--- src/rtl/obi_apb_bridge.sv ---
`timescale 1ns/1ps
`default_nettype none
// ============================================================================
// Module      : obi_apb_bridge
// Description : Single-outstanding OBI-to-APB manager bridge with ACCESS-phase
//               timeout so that a silent responder cannot stall the core.
// Revision    : 1.0 - initial release
// ============================================================================
module obi_apb_bridge #(
    parameter int unsigned AddrWidth     = 32,
    parameter int unsigned DataWidth     = 32,
    parameter int unsigned TimeoutCycles = 1024
) (
    input  logic                   clk_i,
    input  logic                   rst_ni,

    // OBI request / response
    input  logic                   req_i,
    output logic                   gnt_o,
    input  logic [AddrWidth-1:0]   addr_i,
    input  logic                   we_i,
    input  logic [DataWidth/8-1:0] be_i,
    input  logic [DataWidth-1:0]   wdata_i,
    output logic                   rvalid_o,
    output logic [DataWidth-1:0]   rdata_o,
    output logic                   err_o,

    // APB manager
    output logic [AddrWidth-1:0]   paddr_o,
    output logic                   psel_o,
    output logic                   penable_o,
    output logic                   pwrite_o,
    output logic [DataWidth-1:0]   pwdata_o,
    output logic [DataWidth/8-1:0] pstrb_o,
    input  logic [DataWidth-1:0]   prdata_i,
    input  logic                   pready_i,
    input  logic                   pslverr_i
);

    localparam int unsigned c_strb_w = DataWidth / 8;
    localparam int unsigned c_cnt_w  = (TimeoutCycles == 0) ? 1 : $clog2(TimeoutCycles + 1);

    localparam logic [c_cnt_w-1:0]   c_cnt_max   = '1;
    localparam logic [AddrWidth-1:0] c_word_mask = ~(AddrWidth'(3));

    localparam logic [1:0] c_st_idle   = 2'd0;
    localparam logic [1:0] c_st_setup  = 2'd1;
    localparam logic [1:0] c_st_access = 2'd2;
    localparam logic [1:0] c_st_resp   = 2'd3;

    logic [1:0]           r_state;
    logic [1:0]           w_state_nxt;
    logic [AddrWidth-1:0] r_addr;
    logic                 r_we;
    logic [c_strb_w-1:0]  r_be;
    logic [DataWidth-1:0] r_wdata;
    logic [DataWidth-1:0] r_rdata;
    logic                 r_err;
    logic [c_cnt_w-1:0]   r_cnt;

    logic w_accept;
    logic w_in_access;
    logic w_done;
    logic w_timeout;

    // ------------------------------------------------------------------------
    // Handshake decode
    // ------------------------------------------------------------------------
    assign gnt_o       = req_i & ((r_state == c_st_idle) | (r_state == c_st_resp));
    assign w_accept    = req_i & gnt_o;
    assign w_in_access = (r_state == c_st_access);
    assign w_done      = w_in_access & pready_i;

    // A responder answering on the terminal-count cycle still completes normally.
    generate
        if (TimeoutCycles != 0) begin : g_timeout_en
            localparam logic [c_cnt_w-1:0] c_cnt_last = c_cnt_w'(TimeoutCycles - 1);
            assign w_timeout = w_in_access & ~pready_i & (r_cnt == c_cnt_last);
        end else begin : g_timeout_dis
            assign w_timeout = 1'b0;
        end
    endgenerate

    // ------------------------------------------------------------------------
    // State machine
    // ------------------------------------------------------------------------
    always_comb begin
        w_state_nxt = r_state;
        case (r_state)
            c_st_idle:   if (w_accept) w_state_nxt = c_st_setup;
            c_st_setup:  w_state_nxt = c_st_access;
            c_st_access: if (w_done || w_timeout) w_state_nxt = c_st_resp;
            c_st_resp:   w_state_nxt = w_accept ? c_st_setup : c_st_idle;
            default:     w_state_nxt = c_st_idle;
        endcase
    end

    always_ff @(posedge clk_i or negedge rst_ni) begin
        if (!rst_ni) begin
            r_state <= c_st_idle;
        end else begin
            r_state <= w_state_nxt;
        end
    end

    // ------------------------------------------------------------------------
    // Request capture; read-side strobe/data are zeroed here so the APB
    // outputs can be driven straight from these registers.
    // ------------------------------------------------------------------------
    always_ff @(posedge clk_i or negedge rst_ni) begin
        if (!rst_ni) begin
            r_addr  <= '0;
            r_we    <= 1'b0;
            r_be    <= '0;
            r_wdata <= '0;
        end else if (w_accept) begin
            r_addr  <= addr_i & c_word_mask;
            r_we    <= we_i;
            r_be    <= we_i ? be_i : '0;
            r_wdata <= we_i ? wdata_i : '0;
        end
    end

    // ------------------------------------------------------------------------
    // Timeout counter: cleared on the way into SETUP, saturates rather than
    // wrapping so a disabled timeout can never alias onto a terminal count.
    // ------------------------------------------------------------------------
    always_ff @(posedge clk_i or negedge rst_ni) begin
        if (!rst_ni) begin
            r_cnt <= '0;
        end else if (w_accept) begin
            r_cnt <= '0;
        end else if (w_in_access && !pready_i && (r_cnt != c_cnt_max)) begin
            r_cnt <= r_cnt + 1'b1;
        end
    end

    // ------------------------------------------------------------------------
    // Response capture
    // ------------------------------------------------------------------------
    always_ff @(posedge clk_i or negedge rst_ni) begin
        if (!rst_ni) begin
            r_rdata <= '0;
            r_err   <= 1'b0;
        end else if (w_done) begin
            r_rdata <= r_we ? '0 : prdata_i;
            r_err   <= pslverr_i;
        end else if (w_timeout) begin
            r_rdata <= '0;
            r_err   <= 1'b1;
        end
    end

    // ------------------------------------------------------------------------
    // Outputs
    // ------------------------------------------------------------------------
    assign psel_o    = (r_state == c_st_setup) | w_in_access;
    assign penable_o = w_in_access;
    assign paddr_o   = r_addr;
    assign pwrite_o  = r_we;
    assign pwdata_o  = r_wdata;
    assign pstrb_o   = r_be;

    assign rvalid_o  = (r_state == c_st_resp);
    assign rdata_o   = r_rdata;
    assign err_o     = r_err;

endmodule

`default_nettype wire

--- config.mk ---
export PLATFORM = sky130hd
export DESIGN_NAME = obi_apb_bridge
export DESIGN_NICKNAME = d
export VERILOG_FILES = /design/src/rtl/obi_apb_bridge.sv
export SDC_FILE = /design/constraint.sdc
export NUM_CORES = 1
export LEC_CHECK = 0
export ABC_AREA = 1
export BUFFER_PORTS_ARGS = -buffer_cell sky130_fd_sc_hd__buf_2
export CAP_MARGIN = 20
export CORE_AREA = 2 2 105 107
export DETAILED_ROUTE_END_ITERATION = 8
export DIE_AREA = 0 0 107 109
export GPL_TIMING_DRIVEN = 0
export PLACE_DENSITY = 0.83
export SETUP_SLACK_MARGIN = 0.3
export SLEW_MARGIN = 25
export SYNTH_ARGS = -nofsm -noshare
export SYNTH_HDL_FRONTEND = slang
export SYNTH_SLANG_ARGS = --single-unit
export TNS_END_PERCENT = 100
--- constraint.sdc ---
create_clock -name clk_i -period 1.77 [get_ports clk_i]
set_input_delay 0.2655 -clock clk_i [delete_from_list [all_inputs] [get_ports clk_i]]
set_output_delay 0.2655 -clock clk_i [all_outputs]
set_load 0.05 [all_outputs]
-- Word level (Yosys, flattened, before mapping)
Cells that the tools add are included.
- flip-flop bits (word level): 113
- input bits: 106
- logic and storage cells: 45
- add/sub/neg operators: 1
- equal/unequal tests: 7
- muxes and demuxes: 13
- bitwise operators: 8
- reduce and logical (&&, ||, !) cells: 8
- operators by type and width (operator ; count):
    2-to-1 mux 32 bit ; 4
    2-to-1 mux 11 bit ; 2
    adder 11 x 1 -> 11 bit, second input constant ; 1
    equality test 11 x 10 -> 1 bit, second input constant ; 1
    inequality test 11 bit, second input constant ; 1
    case mux 2 bit (4 select lines) ; 1
    bitwise AND 1 bit ; 5
    equality test 2 bit, second input constant ; 2
    2-to-1 mux 2 bit ; 2
    2-to-1 mux 4 bit ; 1
    nonzero test 2 bit ; 2
    2-to-1 mux 1 bit ; 3
    equality test 2 x 1 -> 1 bit, second input constant ; 1
    logical AND 1 bit ; 2
    zero test 2 bit ; 1
    inequality test 2 x 1 -> 1 bit, second input constant ; 1
    inequality test 2 bit, second input constant ; 1
    OR 1 bit ; 2
    AND reduction 2 bit ; 1
    zero test 1 bit ; 1
    logical OR 1 bit ; 1
    NOT 1 bit ; 1

-- Logic depth before layout (Yosys ltp)
Gate-level depths: netlist (run 1).
- word-level depth: 6
- depth in mapped cells: 10
- gate-level depth less buffers: 9

-- Worst setup path before layout (run 1)
No wires, ideal clock.
- kind: register to output
- start point: reg r_state[0]
- end point: out gnt_o
- arrival time: 1.929 ns
- required time: 1.505 ns
- slack: -0.425 ns
- stages on the path, launching flop included: 5
- buffers on the path: 1
- cells stage by stage: dfrtp_1 inv_1 ha_1 nor2_4 clkbuf_1
- word-level cells in the longest chain between the ends: 3
- elaborated cells between the ends (all ways): 4
- those cells by class: eq/ne (1); bitwise (2); reduce/logical (1)
- RTL lines (what ; RTL line ; source):
    start, declared ; 51 ; logic [1:0] r_state;
    start signal, assigned ; 100 ; r_state <= c_st_idle;
    start signal, assigned ; 102 ; r_state <= w_state_nxt;
    equality test 2 bit or zero test 2 bit (tied branches) ; 69 ; assign gnt_o = req_i & ((r_state == c_st_idle) | (r_state == c_st_resp));
    OR 1 bit * ; 69 ;
    bitwise AND 1 bit * ; 69 ;
    end, declared ; 19 ; output logic gnt_o,
Mark *: on every way between the ends. The rest lies on a longest branch, timed or not.

-- Worst setup path in the final report (run 1)
Ends and elaborated chain as after synthesis.

==> results of run 1 <==
[power groups by stage]
stage / clock network, mW / registers [mW] / logic [mW]
2_1_floorplan: 0 / 7.86 / 2.62
5_1_grt: 3.69 / 4.48 / 10.6
3_5_place_dp: 0 / 4.30 / 8.13
6_report: 3.50 / 4.40 / 10.1
3_3_place_gp: 0 / 4.29 / 8.00
4_1_cts: 3.51 / 4.28 / 9.33
[metal layers]
layer / vias up / GRT usage / wire length, um
met4: 0 / 0.155 / 813
met3: 85 / 0.0669 / 1140
met1: 2666 / 0.340 / 6890
met2: 347 / 0.530 / 9500
li1: 2472 / - / -
met5: - / 0 / 0
[cell families after synthesis]
| group | Yosys count | synth area share |
|---|---|---|
| xor gates and xnor gates | 4 | 0.00729 |
| AOI/OAI and AO/OA | 5 | 0.00677 |
| and+or+nand+nor | 371 | 0.335 |
| other | 1 | 0.000781 |
| adders and majority gates | 5 | 0.0130 |
| DFF | 113 | 0.589 |
| buffers and inverters | 51 | 0.0482 |
[area by class of cell]
cell class                 instances  area share
buffer                            35      0.0398
clock buffer                      19      0.0500
clock inverter                    13      0.0201
inverter                          16     0.00811
multi-input combinational        388       0.252
sequential                       113       0.327
tap                              140      0.0203
timing repair buffer             328       0.283
[registers in the layout (all words and copies together), names as in the netlist]
signal and flops:
pwdata_o 32, rdata_o 32, paddr_o 30, r_cnt 11
pstrb_o 4, r_state 2, err_o 1, pwrite_o 1
[synth_stat cells (all sizes together), types with 2 or more instances]
master	instances
nand3	114
clkbuf	18
nand2	234
xor2	2
inv	16
buf	17
xnor2	2
ha	5
dfrtp	113
nor2	14
nand4	7
[worst max-delay path, stage by stage, from the launching register on]
cell and delay [ns]:
dfrtp_1 0.40, inv_2 0.10, ha_4 0.22, nor2_4 0.11, buf_8 0.11, buf_12 0.12
[metrics by stage]
stage               TNS, ns  utilization
finish              -0.0606        0.815
global route         -0.639        0.815
CTS                  -0.107        0.793
detailed placement   -0.151        0.594
global placement    -103.38        0.591
floorplan                 0            -
[what timing repair did]
item | 4_1_cts | 5_1_grt
setup buffers | 20 | 3
gates cloned | 11 | 1
hold buffers | 87 | 0
endpoints found under the hold margin | 149 | 0
resized for setup | 86 | 54
endpoints found under the setup margin | 115 | 122
pin swaps | 14 | 23
[final timing paths]
kind | start | end | slack (ns)
worst max-delay path | r_state[0] | gnt_o | -0.05
worst min-delay path | prdata_i[24] | rdata_o[24] | 0.01
worst max register to register | r_state[0] | pwdata_o[4] | 0
worst min register to register | paddr_o[9] | paddr_o[9] | 0.47
max in group asynchronous | rst_ni | r_state[1] | 0.74
min in group asynchronous | rst_ni | rdata_o[22] | 0.35
==> out/qor.yml, run 1 <==
place_inst: 898
final-seq-area_mm2: 0.00283
cap_violations: 0
synthFlopType: "dfrtp_1"
synth_seq_cells: 113
critPathKind: "reg2out"
max_freq_mhz: 548
synth_top_area_share: 0.589
hpwl_um: 8890
diodes: 0
wire_per_inst_um: 17.4
p_sw_mw: 8.99
tightest_slew_ns: 0.690
violations: "setup timing"
min_path_cells: 3
synth_cells: 550
max_slew_margin: 0.540
vdd_drop_max_v: 0.00156
fin_cells: 1052
mostFrequentLayoutCells: "nand2_1 (214), buf_2 (196), dfrtp_1 (112)"
die_w_um: 107
syn_area_mm2: 0.00480
grt_max_degree: 65
num_vias: 5570
htree_levels: 4
fin_ws_ns: -0.0546
post-route-period-util: 1.03
drv_slew: 0
avgSynthCellArea_um2: 8.73
crit_required_ns: 1.50
setup_viol_count_final: 4
power.leakage_nw: 4.68
grt_overflow_total: 0
p_sw_frac: 0.500
place_area_mm2: 0.00630
critPathCaptureType: "output port"
drtAntennaViolNets: 0
die_h_um: 109
worstPathArrival_ns: 1.56
async_flop_share: 1.00
min_period_ns: 1.82
io_pins: 212
clock_latency_ns: 0.50
grt_pass1_wl_um: 27100
hold_slack_ns: 0.0123
power_frac_comb: 0.561
cts_root_buf: "clkbuf_8"
fin_area_mm2: 0.00864
power.total_mw: 18.0
rsz0062_at_grt: "true"
cts_made_buffers: 17
yosys.area.top_type: "dfrtp_1"
multiInputGateArea_mm2: 0.00217
drt_iter0_drc: 466
internal-power_mw: 8.99
final-hold-violation-count: 0
route.detailed.drc: 0
outcome: "finished, violations left"
power.density_mw_per_mm2: 2080
routed_wl_um: 18400
synth_edf_count: 0
cp_max_fo: 2
skew_ns: 0.00970
area_delta_synth_final_pct: 79.9
hp-class: "in2reg"
clk_pin_slew_ns: 0.06
start_util: 0.453
die_area_mm2: 0.0117
firstDrtPassIters: 5
dp_slack_ns: -0.103
grt_pass1_vias: 5670
synth_area_leaders: "dfrtp_1 (59%), nand2_1 (18%), nand3_1 (12%), clkbuf_1 (1.4%), ha_1 (1.3%)"
layout_commonest_cell: "nand2_1"
synth.distinct_cells: 28
drive_above_1_share: 0.436
clock-sinks: 113
clkPwrFrac: 0.195
synth-seq-area-share: 0.589
synth_warnings: 0
fin_nets: 1010
p_seq_frac: 0.245
cp-start-kind: "flop"
gp_congestion: 0.789
cts_tree: "done"
antenna_found_initial: 0
via_per_inst: 5.29
core_mm2: 0.0106
std_cell_rows: 38
grt_usage: 0.299
clockBufferDepth: 2
io_buffers: 206
num-fill-cells: 517
worstRegToRegCells: 11
Power figures use the tool's default switching activity.
==> run 2, diff against run 1 <==
--- a/config.mk
+++ b/config.mk
@@ -11,7 +11,6 @@
 export CORE_AREA = 2 2 105 107
 export DETAILED_ROUTE_END_ITERATION = 8
 export DIE_AREA = 0 0 107 109
-export GPL_TIMING_DRIVEN = 0
 export PLACE_DENSITY = 0.83
 export SETUP_SLACK_MARGIN = 0.3
 export SLEW_MARGIN = 25
==> out/qor.yml, run 2 (synthesized netlist as in run 1, its figures left out) <==
path_cells: "inv_2 -> ha_4 -> nor2_4 -> buf_4 -> buf_12 -> buf_12 -> buf_6 -> clkbuf_16 -> nand2_2 -> nand2_1"
start_util: 0.453  # unchanged
dp_slack_ns: 0.171  # +0.275 ns
clock-sinks: 113  # unchanged
grt_pass1_wl_um: 25200  # -7.2%
fin_ws_ns: -0.0550  # -0.000380 ns
area_delta_synth_final_pct: 86.6
num-fill-cells: 500  # -3.3%
die_area_mm2: 0.0117  # unchanged
std_cell_rows: 38  # unchanged
rsz0062_at_grt: "true"
io_buffers: 207  # +0.49%
cpLargestDelayFamily: "buffers and inverters"
cp_max_fo: 6  # +4
cap_violations: 0  # unchanged
tightest_slew_ns: 0.665  # -0.0250 ns
fin_nets: 1005  # -0.50%
vdd_drop_max_v: 0.00165  # +5.4%
power.density_mw_per_mm2: 2140  # +2.8%
drive_above_1_share: 0.448  # +0.0112
grt_max_degree: 49  # -25%
io_pins: 212  # unchanged
skew_ns: 0.00789  # -0.00180 ns
slowest_delay_ns: 0.40  # about the same
critPathCaptureType: "flop"
crit_slowest_cell: "dfrtp_1"
routed_wl_um: 20600  # +12%
cts_root_buf: "clkbuf_8"
critPathBufInv: 6  # +3
violations: "setup timing"
max_freq_mhz: 548  # about the same
grt_pass1_vias: 5245  # -7.5%
hpwl_um: 8270  # -7.0%
drt_iter0_drc: 562  # +21%
layout_commonest_cell: "buf_2"
hp-class: "in2reg"
die_h_um: 109  # unchanged
post-route-period-util: 1.03  # about the same
via_per_inst: 5.47  # +3.3%
power_frac_comb: 0.570  # +0.009
clkPwrFrac: 0.197  # +0.002
diodes: 0  # unchanged
worstPathArrival_ns: 2.21  # +0.65 ns
clock_latency_ns: 0.51  # about the same
cp-start-kind: "flop"
drtAntennaViolNets: 0  # unchanged
crit_required_ns: 2.16  # +0.66 ns
power.leakage_nw: 4.83  # +3.2%
mostFrequentLayoutCells: "buf_2 (189), nand2_1 (185), dfrtp_1 (112)"
cts_made_buffers: 17  # unchanged
wire_per_inst_um: 19.6  # +13%
core_mm2: 0.0106  # unchanged
fin_setup_tns_ns: -0.144  # -0.0835 ns
htree_levels: 4  # unchanged
internal-power_mw: 9.78  # +8.7%
min_period_ns: 1.82  # +0.000380 ns
antenna_found_initial: 0  # unchanged
max_slew_margin: 0.556  # +0.0167
grt_overflow_total: 0  # unchanged
setup_viol_count_final: 5  # +1
p_sw_frac: 0.490  # -0.00971
route.detailed.drc: 0  # unchanged
final-hold-violation-count: 0  # unchanged
p_seq_frac: 0.233  # -0.012
drv_slew: 0  # unchanged
firstDrtPassIters: 5  # unchanged
outcome: "finished, violations left"
critPathKind: "reg2reg"
p_sw_mw: 9.40  # +4.6%
multiInputGateArea_mm2: 0.00227  # +4.5%
clk_pin_slew_ns: 0.06  # about the same
num_vias: 5725  # +2.8%
cts_tree: "done"
die_w_um: 107  # unchanged
grt_usage: 0.278  # -0.0205
final-seq-area_mm2: 0.00283  # unchanged
worst_path_most_repeated_cell: "buf_12"
gp_congestion: 0.789  # about the same
clockBufferDepth: 2  # unchanged
==> run 2: area by class of cell <==
type,instances,share of cell area
well taps,140,0.0195
clock buffers,23,0.0532
inverters,16,0.00894
clock inverters,9,0.0197
multi-input cells,387,0.254
flip-flops and latches,113,0.316
repair buffers,358,0.328
repair inverters,1,0.000977
==> run 2: path summary, 6_finish.rpt <==
check                      cells past startpoint            to  slack, ns          from
min reg2reg                                    2  pwdata_o[31]       0.47  pwdata_o[31]
max in group asynchronous                      3    paddr_o[6]       1.03        rst_ni
min in group asynchronous                      2      r_cnt[2]       0.21        rst_ni
max reg2reg                                   10    paddr_o[5]      -0.05    r_state[0]
min                                            3   pwdata_o[4]       0.01    wdata_i[4]
max                                           10    paddr_o[5]      -0.05    r_state[0]
==> run 2: metrics by stage <==
step	area [um^2]	hold WS, ns	std cells	total power, mW	utilization
5_1_grt	8960	0.0106	1047	19.9	0.845
2_1_floorplan	5060	-0.0301	551	10.5	-
6_report	8960	0.0140	1047	19.2	0.845
4_1_cts	8120	0.00371	1014	16.8	0.765
3_3_place_gp	6220	0.165	876	12.2	0.587
3_5_place_dp	6220	0.163	876	12.4	0.587
==> run 2: repair_timing <==
action                     4_1_cts  5_1_grt
resized for setup               39      111
hold endpoints to repair       205        0
buffers inserted                10       16
hold buffers                    93        0
cloned                           3       17
pin swaps                       13       40
setup endpoints to repair      114      123
==> run 2: power groups by stage <==
stage	Clock [mW]	Sequential [mW]	Combinational [mW]
detailed placement	0	4.29	8.07
global placement	0	4.26	7.93
floorplan	0	7.86	2.62
finish	3.78	4.46	10.9
CTS	3.79	4.29	8.74
global route	3.97	4.56	11.4
==> run 2: worst reg2reg max path: stages (launching register included) <==
cell and delay [ns]:
dfrtp_1 0.40, inv_2 0.08, ha_4 0.31, nor2_4 0.05, buf_4 0.13, buf_12 0.14, buf_12 0.15, buf_6 0.12
clkbuf_16 0.17, nand2_2 0.07, nand2_1 0.08
==> run 2: metal layers <==
metal	GRT usage	up-vias	wire length (um)
li1	-	2459	-
met1	0.317	2777	7150
met2	0.493	388	10700
met3	0.0753	101	1570
met4	0.122	0	1140
met5	0	-	0
==> run 3, diff against run 2 <==
--- a/config.mk
+++ b/config.mk
@@ -5,10 +5,9 @@
 export SDC_FILE = /design/constraint.sdc
 export NUM_CORES = 1
 export LEC_CHECK = 0
-export ABC_AREA = 1
 export BUFFER_PORTS_ARGS = -buffer_cell sky130_fd_sc_hd__buf_2
 export CAP_MARGIN = 20
-export CORE_AREA = 2 2 105 107
+export CORE_AREA = 3 3 104 106
 export DETAILED_ROUTE_END_ITERATION = 8
 export DIE_AREA = 0 0 107 109
 export PLACE_DENSITY = 0.83
==> out/qor.yml, run 3 <==
outcome: "finished, violations left"
violations: "hold timing, setup timing"
yosys.area_share.simple: 0.217  # -0.118
dp_slack_ns: 0.0156  # -0.156 ns
syn_area_mm2: 0.00454  # -5.5%
muxShareOfSynthArea: 0.00248  # +0.00248
clockBufferDepth: 2  # unchanged
routed_wl_um: 28000  # +36%
synth_seq_cells: 113  # unchanged
die_area_mm2: 0.0117  # unchanged
worst_path_most_repeated_cell: "buf_4"
slowest_delay_ns: 0.41  # about the same
final-hold-violation-count: 1  # +1
vdd_drop_max_v: 0.00125  # -24%
power.leakage_nw: 4.78  # -0.96%
yosys.area.top_type: "dfrtp_1"
final-seq-area_mm2: 0.00283  # +0.18%
grt_pass1_wl_um: 28000  # +11%
mostFrequentLayoutCells: "buf_2 (187), dfrtp_1 (108), dlygate4sd3_1 (99)"
synth_top_area_share: 0.623  # +0.0342
start_util: 0.460  # +0.00714
antenna_found_initial: 2  # +2
postLayoutCoreUtil: 0.944  # +0.0986
std_cell_rows: 36  # -5.3%
cp-start-kind: "flop"
crit_slowest_cell: "a2111oi_4"
avgSynthCellArea_um2: 10.1  # +16%
hold_slack_ns: -0.000776  # -0.0148 ns
critPathCaptureType: "flop"
synth.distinct_cells: 40  # +43%
rsz0062_at_grt: "true"
firstDrtPassIters: 8  # +3
skew_ns: 0.00832  # +0.000425 ns
wire_per_inst_um: 28.6  # +45%
cp_max_fo: 4  # -2
htree_levels: 4  # unchanged
grt_max_degree: 44  # -10%
critPathKind: "reg2reg"
fin_cells: 981  # -6.3%
multiInputGateArea_mm2: 0.00236  # +4.1%
synth_xor_area_frac: 0.00579  # -0.00151
grt_overflow_total: 0  # unchanged
max_slew_margin: 0.313  # -0.244
critPathBufInv: 4  # -2
io_pins: 212  # unchanged
fin_area_mm2: 0.00931  # +3.9%
post-route-period-util: 1.12  # +0.0934
netlist_top_cells_count: "nand2_1 (173), dfrtp_1 (113), nand3_1 (39)"
hpwl_um: 8560  # +3.5%
clock_latency_ns: 0.53  # +0.02 ns
power.total_mw: 20.8  # +8.7%
setup_viol_count_final: 81  # +76
fin_nets: 944  # -6.1%
via_per_inst: 6.27  # +15%
synth-compound-area-share: 0.103  # +0.0963
cts_root_buf: "clkbuf_8"
drv_slew: 0  # unchanged
cpLargestDelayFamily: "buffers and inverters"
async_flop_share: 1.00  # unchanged
synth_cells: 450  # -18%
route.detailed.drc: 0  # unchanged
reg2reg_slack_ns: -0.22  # -0.17 ns
synth_edf_count: 0  # unchanged
io_buffers: 207  # unchanged
cts_tree: "done"
area_delta_synth_final_pct: 105
place_inst: 771  # -12%
synthFlopType: "dfrtp_1"
synth.most_common_cell: "nand2_1"
tightest_slew_ns: 1.03  # +0.366 ns
grt_pass1_vias: 5407  # +3.1%
synth_area_leaders: "dfrtp_1 (62%), nand2_1 (14%), a22o_1 (6.2%), nand3_1 (4.3%), ha_1 (1.4%)"
die_h_um: 109  # unchanged
min_period_ns: 1.99  # +0.165 ns
core_mm2: 0.00986  # -7.0%
drtAntennaViolNets: 0  # unchanged
cap_violations: 0  # unchanged
cts_made_buffers: 17  # unchanged
crit_required_ns: 2.21  # +0.05 ns
path_cells: "inv_2 -> buf_4 -> ha_4 -> buf_6 -> nand3b_1 -> a2111oi_4 -> buf_4 -> a21oi_1 -> nor2_2"
gp_congestion: 0.776  # -1.6%
die_w_um: 107  # unchanged
num_vias: 6150  # +7.4%
clock-sinks: 113  # unchanged
power.density_mw_per_mm2: 2240  # +4.6%
grt_usage: 0.313  # +0.0345
synth_warnings: 0  # unchanged
drive_above_1_share: 0.581  # +0.133
layout_commonest_cell: "buf_2"
clk_pin_slew_ns: 0.06  # about the same
drt_iter0_drc: 1014  # +80%
fin_ws_ns: -0.220  # -0.165 ns
synth-seq-area-share: 0.623  # +0.0342
hp-class: "in2reg"
worstPathArrival_ns: 2.43  # +0.22 ns
synth_fa_ha_area_frac: 0.0138  # +0.000757
num-fill-cells: 239  # -52%
synth_top_family_by_area: "simple AND/OR/NAND/NOR gates"
max_freq_mhz: 502  # -8.3%
place_area_mm2: 0.00580  # -6.8%
## run 3: cell families after synthesis
family                   after synthesis
other                                  1
AND/OR/NAND/NOR                      237
adder cells (fa/ha/maj)                5
AO/OA/AOI/OAI                         55
buffers and inverters                 35
flip-flops                           113
XOR/XNOR                               3
multiplexers                           1
## run 3: layout make-up
class / count / share of cell area
repair buffers: 392 / 0.361
clock buffers: 20 / 0.0468
well taps: 133 / 0.0179
clock inverters: 11 / 0.0124
inverters: 5 / 0.00282
multi-input cells: 304 / 0.254
flip-flops and latches: 113 / 0.304
diodes: 3 / 0.000806
## run 3: report_power, final
group          internal [mW]  total [mW]  switching (mW)
combinational           4.61        12.8            8.18
clock                   2.02        3.32            1.30
sequential              3.65        4.74            1.09
## run 3: metrics by stage
stage	setup TNS (ns)	hold WS, ns
after floorplan	0	-0.0301
after global placement	-3.19	0.260
after detailed placement	0	0.268
after CTS	-0.222	0.000633
after global routing	-10.47	-0.00279
final	-7.64	-0.000776
## run 3: repair_timing
action,in CTS,in global routing
endpoints found under the setup margin,117,122
hold buffers,98,1
cloned,7,16
pin swaps,31,151
buffers inserted,21,33
resized for setup,45,242
endpoints found under the hold margin,132,1
## run 3: worst paths after layout
path / startpoint / cells past startpoint / end
setup / recovery: r_state[0] / 9 / r_cnt[10]
hold / removal: prdata_i[6] / 2 / rdata_o[6]
setup reg to reg: r_state[0] / 9 / r_cnt[10]
hold reg to reg: pwdata_o[8] / 2 / pwdata_o[8]
max in group asynchronous: rst_ni / 3 / pstrb_o[0]
min in group asynchronous: rst_ni / 2 / r_state[1]
## run 3: per-layer routing
metal  GRT usage  part of all wire
met1       0.345              0.31
met4       0.190              0.10
met2       0.531              0.47
met3      0.0977              0.11
met5           0           0.00046
